File: config.mk
export PLATFORM = sky130hd
export DESIGN_NAME = woz_sd_arbiter
export DESIGN_NICKNAME = d
export VERILOG_FILES = /design/src/rtl/woz_arb_pkg.sv /design/src/rtl/woz_rr_pick.sv /design/src/rtl/woz_sd_arbiter.sv
export SDC_FILE = /design/constraint.sdc
export NUM_CORES = 1
export LEC_CHECK = 0
export BUFFER_PORTS_ARGS = -buffer_cell sky130_fd_sc_hd__clkbuf_2
export CAP_MARGIN = 40
export CORE_ASPECT_RATIO = 1.5
export CORE_MARGIN = 5
export CORE_UTILIZATION = 46
export DETAILED_ROUTE_END_ITERATION = 7
export PLACE_DENSITY_LB_ADDON = 0.08
export SKIP_CTS_REPAIR_TIMING = 1
export SYNTH_ARGS = -nofsm -noshare
export SYNTH_HDL_FRONTEND = slang
export SYNTH_SLANG_ARGS = --single-unit
File: constraint.sdc
create_clock -name clk -period 4.2 [get_ports clk]
set_clock_uncertainty 0.1 [all_clocks]
set_input_delay 0.21 -clock clk [delete_from_list [all_inputs] [get_ports clk]]
set_output_delay 0.21 -clock clk [all_outputs]
set_load 0.03 [all_outputs]
File: src/rtl/woz_arb_pkg.sv
// Shared types and defaults for the WOZ track-buffer SD arbiter.
// Holds the FSM state enum, default parameters and an index-width helper.
package woz_arb_pkg;

  typedef enum logic [1:0] {
    IDLE     = 2'd0,
    WAIT_ACK = 2'd1,
    XFER     = 2'd2
  } arb_state_e;

  localparam int NUM_REQ_DEFAULT = 2;
  localparam int TIMEOUT_DEFAULT = 65535;

  // Width of a requester index; never zero so a single requester still
  // gets a usable one-bit grant.
  function automatic int idx_w(input int n);
    return (n > 1) ? $clog2(n) : 1;
  endfunction

endpackage

File: src/rtl/woz_rr_pick.sv
// Combinational round-robin picker: request vector + last winner index in,
// next winner index out. Search starts at (last+1) mod N.
// Ports: req_i (N), last_i (GW) -> idx_o (GW), valid_o.
module woz_rr_pick
  import woz_arb_pkg::*;
#(
  parameter  int N  = NUM_REQ_DEFAULT,
  localparam int GW = idx_w(N)
) (
  input  logic [N-1:0]  req_i,
  input  logic [GW-1:0] last_i,
  output logic [GW-1:0] idx_o,
  output logic          valid_o
);

  // Each requester gets a rotation distance from last; the nearest
  // active one wins. last itself has distance N, the lowest priority.
  always_comb begin
    int d;
    int best;
    idx_o   = '0;
    valid_o = 1'b0;
    best    = N + 1;
    d       = 0;
    for (int j = 0; j < N; j++) begin
      if (j > int'(last_i)) begin
        d = j - int'(last_i);
      end else begin
        d = j - int'(last_i) + N;
      end
      if (req_i[j] && (d < best)) begin
        best    = d;
        idx_o   = GW'(j);
        valid_o = 1'b1;
      end
    end
  end

endmodule

File: src/rtl/woz_sd_arbiter.sv
// Shares one SD block port among NUM_REQ track-buffer requesters.
// Round-robin grant, latched LBA, ack/byte strobes routed to the winner.
// Ports: clk, reset (sync, high); req_lba/req_rd/req_wr/req_buff_din in;
//   req_ack/req_buff_wr out; sd_lba/sd_rd/sd_wr/sd_buff_din out;
//   sd_ack/sd_buff_wr in; grant, busy, timeout out.
// Optional: WOZ_ARB_TIMEOUT_EN adds a WAIT_ACK watchdog of
//   TIMEOUT_CYCLES; otherwise timeout is tied low.
module woz_sd_arbiter
  import woz_arb_pkg::*;
#(
  parameter  int NUM_REQ        = NUM_REQ_DEFAULT,
  parameter  int TIMEOUT_CYCLES = TIMEOUT_DEFAULT,
  localparam int GW             = idx_w(NUM_REQ)
) (
  input  logic                   clk,
  input  logic                   reset,
  input  logic [32*NUM_REQ-1:0]  req_lba,
  input  logic [NUM_REQ-1:0]     req_rd,
  input  logic [NUM_REQ-1:0]     req_wr,
  output logic [NUM_REQ-1:0]     req_ack,
  output logic [NUM_REQ-1:0]     req_buff_wr,
  input  logic [8*NUM_REQ-1:0]   req_buff_din,
  output logic [31:0]            sd_lba,
  output logic                   sd_rd,
  output logic                   sd_wr,
  input  logic                   sd_ack,
  input  logic                   sd_buff_wr,
  output logic [7:0]             sd_buff_din,
  output logic [GW-1:0]          grant,
  output logic                   busy,
  output logic                   timeout
);

  if (TIMEOUT_CYCLES < 1) begin : g_bad_timeout
    $error("TIMEOUT_CYCLES must be at least 1");
  end

  arb_state_e    state_q, state_d;
  logic [GW-1:0] grant_q, grant_d;
  logic [GW-1:0] last_q, last_d;
  logic [31:0]   lba_q, lba_d;
  logic          sd_rd_q, sd_rd_d;
  logic          sd_wr_q, sd_wr_d;
  logic          old_ack_q;

  logic [31:0]   lba_a [NUM_REQ];
  logic [7:0]    din_a [NUM_REQ];

  logic [GW-1:0] pick_idx;
  logic          pick_valid;
  logic          wd_fire;

  for (genvar i = 0; i < NUM_REQ; i++) begin : g_slice
    assign lba_a[i] = req_lba[32*i +: 32];
    assign din_a[i] = req_buff_din[8*i +: 8];
  end

  woz_rr_pick #(
    .N(NUM_REQ)
  ) u_pick (
    .req_i  (req_rd | req_wr),
    .last_i (last_q),
    .idx_o  (pick_idx),
    .valid_o(pick_valid)
  );

`ifdef WOZ_ARB_TIMEOUT_EN
  localparam int WDW = $clog2(TIMEOUT_CYCLES + 1);

  logic [WDW-1:0] wd_q, wd_d;
  logic           timeout_q, timeout_d;

  // wd_q holds the number of WAIT_ACK cycles already elapsed, so the
  // watchdog fires on the edge that ends cycle TIMEOUT_CYCLES.
  assign wd_fire = (wd_q == WDW'(TIMEOUT_CYCLES - 1));

  always_comb begin
    wd_d      = '0;
    timeout_d = 1'b0;
    if (state_q == WAIT_ACK && !sd_ack) begin
      if (wd_fire) begin
        timeout_d = 1'b1;
      end else begin
        wd_d = wd_q + 1'b1;
      end
    end
  end

  always_ff @(posedge clk) begin
    if (reset) begin
      wd_q      <= '0;
      timeout_q <= 1'b0;
    end else begin
      wd_q      <= wd_d;
      timeout_q <= timeout_d;
    end
  end

  assign timeout = timeout_q;
`else
  assign wd_fire = 1'b0;
  assign timeout = 1'b0;
`endif

  always_comb begin
    state_d = state_q;
    grant_d = grant_q;
    last_d  = last_q;
    lba_d   = lba_q;
    sd_rd_d = sd_rd_q;
    sd_wr_d = sd_wr_q;
    unique case (state_q)
      IDLE: begin
        if (pick_valid) begin
          grant_d = pick_idx;
          lba_d   = lba_a[pick_idx];
          // A read wins over a write from the same requester; the
          // write stays pending for a later round.
          sd_rd_d = req_rd[pick_idx];
          sd_wr_d = ~req_rd[pick_idx];
          state_d = WAIT_ACK;
        end
      end
      WAIT_ACK: begin
        if (sd_ack) begin
          sd_rd_d = 1'b0;
          sd_wr_d = 1'b0;
          state_d = XFER;
        end else if (wd_fire) begin
          sd_rd_d = 1'b0;
          sd_wr_d = 1'b0;
          last_d  = grant_q;
          state_d = IDLE;
        end
      end
      XFER: begin
        if (old_ack_q && !sd_ack) begin
          last_d  = grant_q;
          state_d = IDLE;
        end
      end
      default: begin
        state_d = IDLE;
        sd_rd_d = 1'b0;
        sd_wr_d = 1'b0;
      end
    endcase
  end

  always_ff @(posedge clk) begin
    if (reset) begin
      state_q   <= IDLE;
      grant_q   <= '0;
      last_q    <= GW'(NUM_REQ - 1);
      lba_q     <= '0;
      sd_rd_q   <= 1'b0;
      sd_wr_q   <= 1'b0;
      old_ack_q <= 1'b0;
    end else begin
      state_q   <= state_d;
      grant_q   <= grant_d;
      last_q    <= last_d;
      lba_q     <= lba_d;
      sd_rd_q   <= sd_rd_d;
      sd_wr_q   <= sd_wr_d;
      old_ack_q <= sd_ack;
    end
  end

  assign busy   = (state_q != IDLE);
  assign grant  = grant_q;
  assign sd_lba = lba_q;
  assign sd_rd  = sd_rd_q;
  assign sd_wr  = sd_wr_q;

  // Routing is gated by busy so a reset silences the requester at once.
  for (genvar i = 0; i < NUM_REQ; i++) begin : g_route
    assign req_ack[i]     = busy && (grant_q == GW'(i)) && sd_ack;
    assign req_buff_wr[i] = busy && (grant_q == GW'(i)) && sd_buff_wr;
  end

  assign sd_buff_din = busy ? din_a[grant_q] : 8'h00;

endmodule

Word level (Yosys, flattened, before mapping) --
Cells that the tools add are included.
Cells by class: equal/unequal tests 5, reduce and logical (&&, ||, !) cells 16, bitwise operators 6, add/subtract/negate cells 4, muxes and demuxes 23, $lt $le $gt $ge 6
Operators with widths (count):
- 2-to-1 mux 32 bit | 5
- adder 32 x 3 -> 32 bit, second input constant | 2
- < comparator 32 x 3 -> 1 bit, second input constant | 1
- < comparator 32 bit | 1
- 2-to-1 mux 8 bit | 4
- logical AND 1 bit | 9
- 2-to-1 mux 1 bit | 8
- 2-to-1 mux 2 bit | 3
- != test 2 bit, second input constant | 3
- one-hot mux 1 bit (3 select lines) | 2
- one-hot mux 2 bit (3 select lines) | 1
- AND reduction 3 bit | 2
- >= comparator 2 bit, second input constant | 2
- NOT 1 -> 2 bit | 2
- AND reduction 2 bit | 2
- subtractor 1 x 1 -> 2 bit, first input constant | 2
- NOT 1 bit | 3
- equality test 2 x 1 -> 1 bit, second input constant | 1
- equality test 2 bit, second input constant | 1
- zero test 2 bit | 1
- < comparator 1 x 2 -> 1 bit, second input constant | 1
- bitwise OR 2 bit | 1
- nonzero test 2 bit | 1
- greater-than comparator 1 bit, first input constant | 1
- zero test 1 bit | 1
Storage, ports and cells: flip-flop bits (word level) 39, bits of input ports 88, logic and storage cells 67, output and inout port bits 49

Logic depth before layout (Yosys ltp) --
Gate-level depths: netlist of run 1.
depth after elaboration 13, mapped depth 7, gate-level depth less buffers 4

Cells and area by module --
From an unflattened synthesis of run 1, not the netlist that was laid out.
Unflattened totals: cells, all modules 204, area, all modules 2112.0 sq um
By module, submodules not included:
- woz_sd_arbiter | area an instance 2098.3 sq um, instances 1, cells each 202
- woz_rr_pick | area an instance 13.8 sq um, instances 1, cells each 2

Least setup slack after synthesis of run 1 --
Ideal clock, no wire load.
path kind reg-to-output, start register grant_q, in the netlist grant, end output sd_buff_din[3], data arrival time 1.651 ns, cell stages (with the launch flop) 5, setup slack 2.239 ns, data required time 3.890 ns, cell sequence dfxtp_1 clkbuf_1 clkbuf_1 mux2i_1 nor2_1
On the way: longest elaborated chain between the ends 5
Ends and longest elaborated chain:
- start: declaration | line woz_sd_arbiter.sv:39 | logic [GW-1:0] grant_q, grant_d;
- start signal: assignment | line woz_sd_arbiter.sv:161 | grant_q <= grant_d;
- NOT 1 -> 2 bit (implied by the code) | line woz_sd_arbiter.sv:182 | assign sd_buff_din = busy ? din_a[grant_q] : 8'h00;
- 2-to-1 mux 8 bit (implied by the code) (3 in a row) | line woz_sd_arbiter.sv:182
- 2-to-1 mux 8 bit | line woz_sd_arbiter.sv:182
- end: declaration | line woz_sd_arbiter.sv:28 | output logic [7:0] sd_buff_din,
No other way between the ends. The select of a mux whose other input is x is not followed.

Worst setup path in the final report of run 1 --
start register state_q[0], end register sd_rd_q, in the netlist sd_rd
On the way: longest elaborated chain between the ends 3, elaborated cells on any way between the ends 8, classes of those cells eq/ne (4); mux (1); bitwise (1); reduce/logical (2)
Ends and longest elaborated chain:
- start: declaration | line woz_sd_arbiter.sv:38 | arb_state_e state_q, state_d;
- start signal: assignment | line woz_sd_arbiter.sv:160 | state_q <= state_d;
- equality test 2 x 1 -> 1 bit (tied with other cells) | line woz_sd_arbiter.sv:112 | unique case (state_q)
- != test 2 bit (no source line) / NOT 1 bit (equally long branches)
- AND reduction 3 bit (no source line)
- end signal: assignment | line woz_sd_arbiter.sv:164 | sd_rd_q <= sd_rd_d;
- end: declaration | line woz_sd_arbiter.sv:42 | logic sd_rd_q, sd_rd_d;
Several ways; a longest one is shown, not always the timed one. A chain may end at the register's enable or synchronous reset.

==> results of run 1 <==
## worst register-to-register path, cell delays in order (launching register included)
cell and delay (ns):
dfxtp_1 0.37, nor2_2 0.50, o31ai_4 0.35, buf_4 0.33, or3_1 0.39, a21oi_1 0.12
## where the power goes
part / internal [uW] / switching (uW)
logic: 137 / 257
clock network: 150 / 124
registers: 412 / 25.5
## cell type report
class                   count  area (sq um)  area share
inverters                   1         3.754    0.001320
flip-flops and latches     39         780.7      0.2746
well taps                  48         60.06     0.02113
clock buffers               8         100.1     0.03521
multi-input cells         179          1192      0.4195
repair buffers            138         705.7      0.2482
## flip-flops by register name, indices dropped and copies added, names as in the netlist
signal and flops:
sd_lba 32, state_q 2, grant 1, last_q 1, old_ack_q 1, sd_rd 1, sd_wr 1
## final timing paths
check                                end  cells past startpoint
setup / recovery      sd_rd$_SDFFE_PP0P_                      5
hold / removal    sd_lba[0]$_SDFFE_PP0P_                      3
setup reg to reg      sd_rd$_SDFFE_PP0P_                      5
hold reg to reg       sd_rd$_SDFFE_PP0P_                      2
## Yosys cell counts
cell type   n
o31a_2      1
and3b_1     1
and3_1      2
conb_1      1
a211oi_2   27
clkbuf_8    2
nor3b_1     3
nand3_1     2
or2_0       1
nand2b_1    1
nor2_2      1
a2111oi_0   1
clkbuf_1    9
or3_1       1
mux2i_1     8
a21oi_2    20
o31ai_4     1
a21oi_1    17
a211o_1     1
o21ai_0     3
and2_2      1
dfxtp_1    39
inv_1       1
or2b_1      1
nor2b_1     2
buf_4       1
nand3b_1    2
buf_1       1
buf_6       4
nand2_1    35
nor2_1     40
buf_2       6
a211oi_1    5
nor4_1      1
## cells by family after synthesis
kind of cell           share of synthesized area
multiplexers                             0.03769
buffers and inverters                    0.07126
AO/OA/AOI/OAI                             0.3292
other                                   0.001765
flip-flops                                0.3675
AND/OR/NAND/NOR                           0.1926
## routing by layer
layer,global-route usage,routed length [microns],vias to the layer above
met5,0,0,-
met4,0.07093,112,0
met3,0.06611,529,11
met2,0.3609,2950,93
met1,0.2165,2305,963
li1,-,-,1083
## metrics by stage
step / utilization / hold WS [ns] / instance area [sq um]
after floorplan: - / 0.2322 / 2125
after global placement: 0.6056 / 0.3432 / 2728
after detailed placement: 0.6089 / 0.3580 / 2743
after CTS: 0.6311 / 0.05003 / 2843
after global routing: 0.6311 / 0.05546 / 2843
final: 0.6311 / 0.05283 / 2843
==> flow_metrics.py, run 1 <==
metrics = {
    "layout": {
        "layout_common_cells": "clkbuf_2 (135), nor2_1 (40), dfxtp_1 (39), nand2_1 (35), a211oi_2 (27)",
        "fillers": 450,
        "area_delta_synth_final_pct": 33.80,
        "fin_nets": 452,
        "num_antenna_cells": 0,
        "final_common_cell": "clkbuf_2",
        "fin_cells": 413,
        "drive_above_1_share": 0.5370,
    },
    "setup_path": {
        "slowest_delay_ns": 0.50,
        "cp_top_family": "simple AND/OR/NAND/NOR gates",
        "crit_required_ns": 4.32,
        "critPathLaunchType": "flop",
        "crit_fanout": 22,
        "crit_start": "state_q[0]$_SDFFE_PP0P_",
        "reg2reg_slack_ns": 1.98,
        "worst_r2r_startpoint": "state_q[0]$_SDFFE_PP0P_",
        "slowest_stage": "nor2_2",
        "crit_buf_inv": 1,
        "worst_setup_path_end_kind": "flop",
        "crit_arrival_ns": 2.34,
        "critical_path_class": "reg2reg",
        "worstPathCellList": "nor2_2 > o31ai_4 > buf_4 > or3_1 > a21oi_1",
    },
    "power_and_ir_drop": {
        "peakVddDrop_uv": 192.7,
        "p_leak_uw": 0.001371,
        "powerDensity_nw_per_um2": 389.0,
        "total_power_uw": 1106,
    },
    "grt": {
        "grt_pass1_wl_mm": 9.722,
        "grt_start_max_net_pins": 35,
        "grt_overflow_total": 0,
        "grt_antenna_before_repair": 0,
        "track_usage": 0.2014,
        "first_global_vias": 2247,
    },
    "clocking": {
        "cts_tree": "done",
        "htreeDepth": 2,
        "cts.clk_slew.worst_paths_ns": 0.07,
        "root_buffer": "clkbuf_8",
        "clkLatencyLatePin_ns": 0.28,
        "cts_buffers": 5,
        "clock_path_buffers": 2,
        "numClockSinks": 39,
    },
    "routing": {
        "wirelength_mm": 5.897,
        "drt_iter0_markers": 69,
        "vias": 2150,
        "drcViolationCount": 0,
        "drt.antenna.violating_nets": 0,
        "routed_via_density": 5.206,
        "dr.pass1.iters": 4,
        "wire_per_inst_microns": 14.28,
    },
    "timing": {
        "fmax_mhz": 449.8,
        "rsz0062_at_grt": "false",
        "tightest_slew_ns": 0.8711,
        "layout_setup_ws_ns": 1.977,
        "tns_ns": 0,
        "period_minus_slack_ns": 2.223,
        "hold_viol": 0,
        "slew-limit-headroom": 0.4193,
        "finalCritPeriodShare": 0.5293,
        "setup_viol": 0,
        "slew_viol_final": 0,
    },
    "min_path": {
        "hp-start": "req_lba[0]",
        "min_path_type": "in2reg",
    },
    "die": {
        "rows": 30,
        "die_area_sq_um": 6106,
        "io_pins": 137,
        "core_area_sq_um": 4504,
        "start_util": 0.4717,
        "die_w_microns": 65.49,
        "die_y_microns": 93.24,
    },
    "job": {
        "maxCapViolCount": 0,
    },
    "place": {
        "preCtsSetupSlack_ns": 1.863,
        "dp_cells": 405,
        "place_congestion": 0.7687,
        "dp_hpwl_mm": 4.554,
        "numPortBuffers": 135,
    },
    "synth": {
        "synth_area_leaders": "dfxtp_1 (37%), a211oi_2 (16%), a21oi_2 (8.2%)",
        "synth_warnings": 0,
        "yosys.cell_types.count": 34,
        "synth_top_cell_area_share": 0.3675,
        "synth_area_sq_um": 2125,
        "ys_seq_elements": 39,
        "syn-num-nets": 330,
        "avgSynthCellArea_sq_um": 8.779,
        "synth.yosys.seq_area_share": 0.3675,
        "synth_area_leader_cell": "dfxtp_1",
        "synthCells": 242,
    },
    "outcome": {
        "outcome": "finished clean",
    },
}
(Power assumes the default switching activity.)
==> inputs of run 2 (changes only) <==
Settings changed: CORE_UTILIZATION 46 to 42.
Clock period 4.2 ns to 2.3 ns, I/O delays scaled along.
==> run 2 against run 1 <==
Effect of this change:
- the flow now finishes with violations (negative hold slack)
- final cell count rose by 13%
- fmax up 26%
- first-iteration DRC count increased by 33%
- critical path depth down 1
- routed wire length up 8.3%
- worst setup slack got worse by 1.4 ns
- worst hold slack worse by 0.067 ns
- die area is 8.3% higher
- flip-flop and latch count did not move
- count of clock-buffer cells in the layout is 2 lower
- critical endpoint is now sd_wr$_SDFFE_PP0P_
- largest cell class unchanged
- largest power group unchanged
==> flow_metrics.py, run 2 (synthesis gave the netlist of run 1 again) <==
metrics = {
    "die": {
        "start_util": 0.4347,
        "core_area_sq_um": 4887,
        "die_area_sq_um": 6610,
        "rows": 31,
        "io_pins": 137,
        "die_w_microns": 68.07,
        "die_y_microns": 97.11,
    },
    "setup_path": {
        "critPathLaunchType": "flop",
        "r2r-end": "sd_wr$_SDFFE_PP0P_",
        "worst_setup_path_end_kind": "flop",
        "crit_fanout": 34,
        "critical_path_class": "reg2reg",
        "worst_r2r_startpoint": "state_q[0]$_SDFFE_PP0P_",
        "crit_required_ns": 2.40,
        "r2r_cells": 4,
        "crit_arrival_ns": 1.86,
        "reg2reg_slack_ns": 0.54,
    },
    "timing": {
        "period_minus_slack_ns": 1.763,
        "hold_ws_ns": -0.01425,
        "slew_viol_final": 0,
        "hold_viol": 1,
        "tightest_slew_ns": 0.7110,
        "fmax_mhz": 567.1,
        "rsz0062_at_grt": "false",
        "finalCritPeriodShare": 0.7666,
        "tns_ns": 0,
        "setup_viol": 0,
        "slew-limit-headroom": 0.5260,
    },
    "layout": {
        "final_common_cell": "clkbuf_2",
        "utilization": 0.6575,
        "area_delta_synth_final_pct": 51.24,
        "fin_nets": 487,
        "drive_above_1_share": 0.4987,
        "num_antenna_cells": 0,
        "layout_common_cells": "clkbuf_2 (135), nor2_1 (40), dfxtp_1 (39), nand2_1 (35), dlygate4sd3_1 (31)",
        "largest_reg_flops": 32,
    },
    "grt": {
        "grt_start_max_net_pins": 35,
        "grt_pass1_wl_mm": 9.604,
        "track_usage": 0.1819,
        "grt_overflow_total": 0,
        "grt_antenna_before_repair": 0,
        "first_global_vias": 2189,
    },
    "min_path": {
        "min_to": "sd_lba[6]$_SDFFE_PP0P_",
        "hold_path_depth": 3,
        "hp-start": "req_lba[6]",
        "min_path_type": "in2reg",
    },
    "routing": {
        "drcViolationCount": 0,
        "routed_via_density": 4.946,
        "wirelength_mm": 6.389,
        "wire_per_inst_microns": 13.74,
        "drt.antenna.violating_nets": 0,
        "drt_iter0_markers": 92,
        "dr.pass1.iters": 4,
        "vias": 2300,
    },
    "clocking": {
        "cts.clk_slew.worst_paths_ns": 0.07,
        "clock_path_buffers": 2,
        "cts_tree": "done",
        "numClockSinks": 39,
        "cts_buffers": 5,
        "clkLatencyLatePin_ns": 0.28,
        "root_buffer": "clkbuf_8",
        "htreeDepth": 2,
    },
    "place": {
        "numPortBuffers": 135,
        "dp_hpwl_mm": 4.574,
        "place_congestion": 0.7376,
    },
    "job": {
        "maxCapViolCount": 0,
    },
    "power_and_ir_drop": {
        "powerDensity_nw_per_um2": 658.4,
        "p_leak_uw": 0.001523,
        "total_power_uw": 2116,
        "peakVddDrop_uv": 372.4,
    },
    "outcome": {
        "violations": "negative hold slack",
        "outcome": "complete, but fails checks",
    },
}
## run 2: cell types whose count changed in the layout (fill, tap and decap cells not counted)
cell	before	now
bufinv_16	0	1
buf_8	1	0
buf_12	0	1
buf_4	2	6
clkbuf_8	7	5
dlygate4sd3_1	0	31
## run 2: worst max path at each step
stage                            start            endpoint  slack (ns)  depth (start not counted)
6_report       state_q[0]$_SDFFE_PP0P_  sd_wr$_SDFFE_PP0P_        0.54                          4
5_1_grt        state_q[0]$_SDFFE_PP0P_  sd_wr$_SDFFE_PP0P_        0.37                          4
4_1_cts        state_q[0]$_SDFFE_PP0P_  sd_wr$_SDFFE_PP0P_        0.52                          4
3_5_place_dp   state_q[0]$_SDFFE_PP0P_  sd_wr$_SDFFE_PP0P_        0.54                          4
3_3_place_gp   state_q[0]$_SDFFE_PP0P_  sd_wr$_SDFFE_PP0P_        0.59                          4
2_1_floorplan       grant$_SDFFE_PP0P_      sd_buff_din[3]        0.43                          4
## run 2: metrics by stage
step | hold slack [ns] | area [sq um] | std cells | setup slack, ns
after detailed placement | 0.2509 | 2800 | 427 | 0.5364
final | -0.01425 | 3213 | 465 | 0.5367
after global routing | 0.004090 | 3213 | 465 | 0.3692
after floorplan | 0.1372 | 2125 | 242 | 0.4342
after global placement | 0.2519 | 2800 | 427 | 0.5853
after CTS | -0.04858 | 2903 | 434 | 0.5229
## run 2: layout make-up
cell class                      instances  area [sq um]
Clock buffer                            6         72.57
Clock inverter                          1         30.03
Fill cell                             451          1674
Inverter                                1         3.754
Multi-Input combinational cell        179          1192
Sequential cell                        39         780.7
Tap cell                               66         82.58
Timing Repair Buffer                  173          1051
## run 2: where the power goes
| part | switching, uW | total [uW] | internal [uW] |
|---|---|---|---|
| logic | 484 | 776 | 292 |
| registers | 47.3 | 800 | 753 |
| clock network | 222 | 540 | 318 |
| total | 752 | 2120 | 1360 |
## run 2: worst max-delay path, stage by stage, from the launching register on
cell	delay, ns
dfxtp_1	0.36
nor2_2	0.22
o31a_2	0.66
o21ai_0	0.19
a21oi_1	0.15
## run 2: per-layer routing
layer  GRT usage  part of all wire  vias to the layer above
li1            -                 -                     1149
met1      0.2093              0.41                     1057
met2      0.3150              0.51                       92
met3     0.05671             0.077                        2
met4     0.04594            0.0061                        0
met5           0                 0                        -
==> inputs of run 3 (changes only) <==
Settings changed: CORE_UTILIZATION 42 to 38.
Clock period 2.3 ns to 1.6 ns, I/O delays scaled along.
==> run 3 against run 2 <==
Effect of this change:
- the run still ends with negative hold slack left
- critical path type is now reg2out
- global-route usage decreased by 0.92 points
- worst hold slack got worse by 0.00051 ns
- sequential share of layout area decreased by 1.1 points
- critical endpoint is now req_buff_wr[1]
- core utilization decreased by 4.0 points
- non-clock buffer count increased by 8
- worst setup slack got worse by 0.47 ns
- cell area increased by 4.8%
==> flow_metrics.py, run 3 (synthesis gave the netlist of run 1 again) <==
metrics = {
    "outcome": {
        "outcome": "complete, but fails checks",
        "violations": "negative hold slack",
    },
    "grt": {
        "grt_util_met1": 0.1927,
        "grt_pass1_wl_mm": 10.16,
        "track_usage": 0.1728,
        "grtUsageMet3": 0.05958,
        "grt_overflow_total": 0,
        "grt_start_max_net_pins": 35,
        "first_global_vias": 2292,
        "grt_antenna_before_repair": 0,
        "grt_busiest_layer": "met2",
        "grt_use_met2": 0.3081,
    },
    "die": {
        "rows": 33,
        "start_util": 0.3898,
        "io_pins": 137,
        "die_y_microns": 101.6,
        "die_area_sq_um": 7217,
        "die_w_microns": 71.05,
        "core_area_sq_um": 5450,
    },
    "layout": {
        "num_antenna_cells": 0,
        "drive_above_1_share": 0.5196,
        "area_delta_synth_final_pct": 58.48,
        "largest_reg_flops": 32,
        "utilization": 0.6178,
        "fin_nets": 495,
        "layout_common_cells": "clkbuf_2 (133), dfxtp_1 (38), nor2_1 (36), nand2_1 (35), dlygate4sd3_1 (33)",
        "final_common_cell": "clkbuf_2",
        "fillers": 532,
    },
    "power_and_ir_drop": {
        "power_frac_comb": 0.379,
        "powerDensity_nw_per_um2": 936.9,
        "peakVddDrop_uv": 449.8,
        "seqPwrFrac": 0.362,
        "power_switching_uw": 1131,
        "p_int_uw": 2023,
        "power.share.clock": 0.259,
        "switching_share": 0.3586,
        "total_power_uw": 3155,
        "p_leak_uw": 0.001588,
    },
    "setup_path": {
        "critical_path_class": "reg2out",
        "worst_setup_path_end_kind": "output port",
        "crit_arrival_ns": 1.36,
        "crit_fanout": 11,
        "critPathLaunchType": "flop",
        "crit_required_ns": 1.42,
    },
    "timing": {
        "rsz0062_at_grt": "true",
        "period_minus_slack_ns": 1.536,
        "finalCritPeriodShare": 0.9599,
        "setup_viol": 0,
        "slew_viol_final": 0,
        "fmax_mhz": 651.1,
        "hold_ws_ns": -0.01475,
        "hold_viol": 1,
    },
    "min_path": {
        "min_path_type": "in2reg",
    },
    "routing": {
        "routed_via_density": 4.885,
        "dr.pass1.iters": 4,
        "wire_per_inst_microns": 13.82,
        "drcViolationCount": 0,
        "wirelength_mm": 6.604,
        "vias": 2335,
        "drt_iter0_markers": 68,
        "drt.antenna.violating_nets": 0,
    },
    "clocking": {
        "cts_tree": "done",
        "numClockSinks": 39,
        "cts.clk_slew.worst_paths_ns": 0.08,
        "root_buffer": "clkbuf_8",
        "htreeDepth": 2,
        "cts_buffers": 5,
        "clock_path_buffers": 2,
        "clkLatencyLatePin_ns": 0.29,
    },
    "job": {
        "maxCapViolCount": 0,
    },
    "place": {
        "dp_hpwl_mm": 4.833,
        "numPortBuffers": 135,
        "place_congestion": 0.7387,
    },
}
-- run 3: changes by cell type in the layout (fill, tap and decap cells not counted), moves of 2 or more --
| cell | change |
|---|---|
| buf_2 | +2 |
| clkbuf_2 | -2 |
| nor2_2 | +3 |
| buf_12 | +4 |
| nor2_1 | -4 |
| dlygate4sd3_1 | +2 |
-- run 3: worst paths after layout --
path | start | end | slack (ns) | depth (start not counted)
worst min-delay path | sd_ack | state_q[0]$_SDFFE_PP0P_ | -0.01 | 2
worst min register to register | sd_rd$_SDFFE_PP0P_ | sd_rd$_SDFFE_PP0P_ | 0.38 | 2
worst max-delay path | state_q[1]$_SDFFE_PP0P_ | req_buff_wr[1] | 0.06 | 5
worst max register to register | state_q[1]$_SDFFE_PP0P_ | sd_rd$_SDFFE_PP0P_ | 0.20 | 5
-- run 3: layout make-up --
cell class	instances	area [sq um]	area share
clock buffer	5	68.82	0.02044
clock inverter	3	43.79	0.01301
inverter	1	3.754	0.001115
multi-input combinational	179	1207	0.3586
sequential	39	782.0	0.2323
tap	70	87.58	0.02601
timing repair buffer	181	1174	0.3486
-- run 3: worst max-delay path, cell delays in order, from the launching register on --
cell	delay, ns
dfxtp_2	0.36
nor2_4	0.15
buf_8	0.15
inv_1	0.06
and3_1	0.17
buf_2	0.17
-- run 3: per-layer routing --
| metal | share of wire | vias to the layer above | routed length (microns) |
|---|---|---|---|
| met2 | 0.52 | 90 | 3404 |
| met5 | 0 | - | 0 |
| li1 | - | 1166 | - |
| met4 | 0.014 | 0 | 92 |
| met3 | 0.076 | 7 | 501 |
| met1 | 0.39 | 1072 | 2606 |
-- run 3: metrics by stage --
step | worst slack [ns] | TNS, ns | instance area (sq um) | std cells | hold slack, ns
global placement | 0.1212 | 0 | 2903 | 436 | 0.2128
global route | -0.009793 | -0.01029 | 3367 | 478 | 0.007049
floorplan | -0.1654 | -0.3309 | 2136 | 242 | 0.1022
detailed placement | 0.07095 | 0 | 2903 | 436 | 0.2198
finish | 0.06409 | 0 | 3367 | 478 | -0.01475
CTS | -0.1207 | -0.2392 | 3015 | 444 | -0.09127
-- run 3: power by group through the flow --
stage	clock network, uW	logic, uW	registers [uW]
final	818	1190	1140
after global routing	883	1290	1160
after global placement	0	1120	1160
after floorplan	0	559	1370
after detailed placement	0	1130	1160
after CTS	847	1140	1140
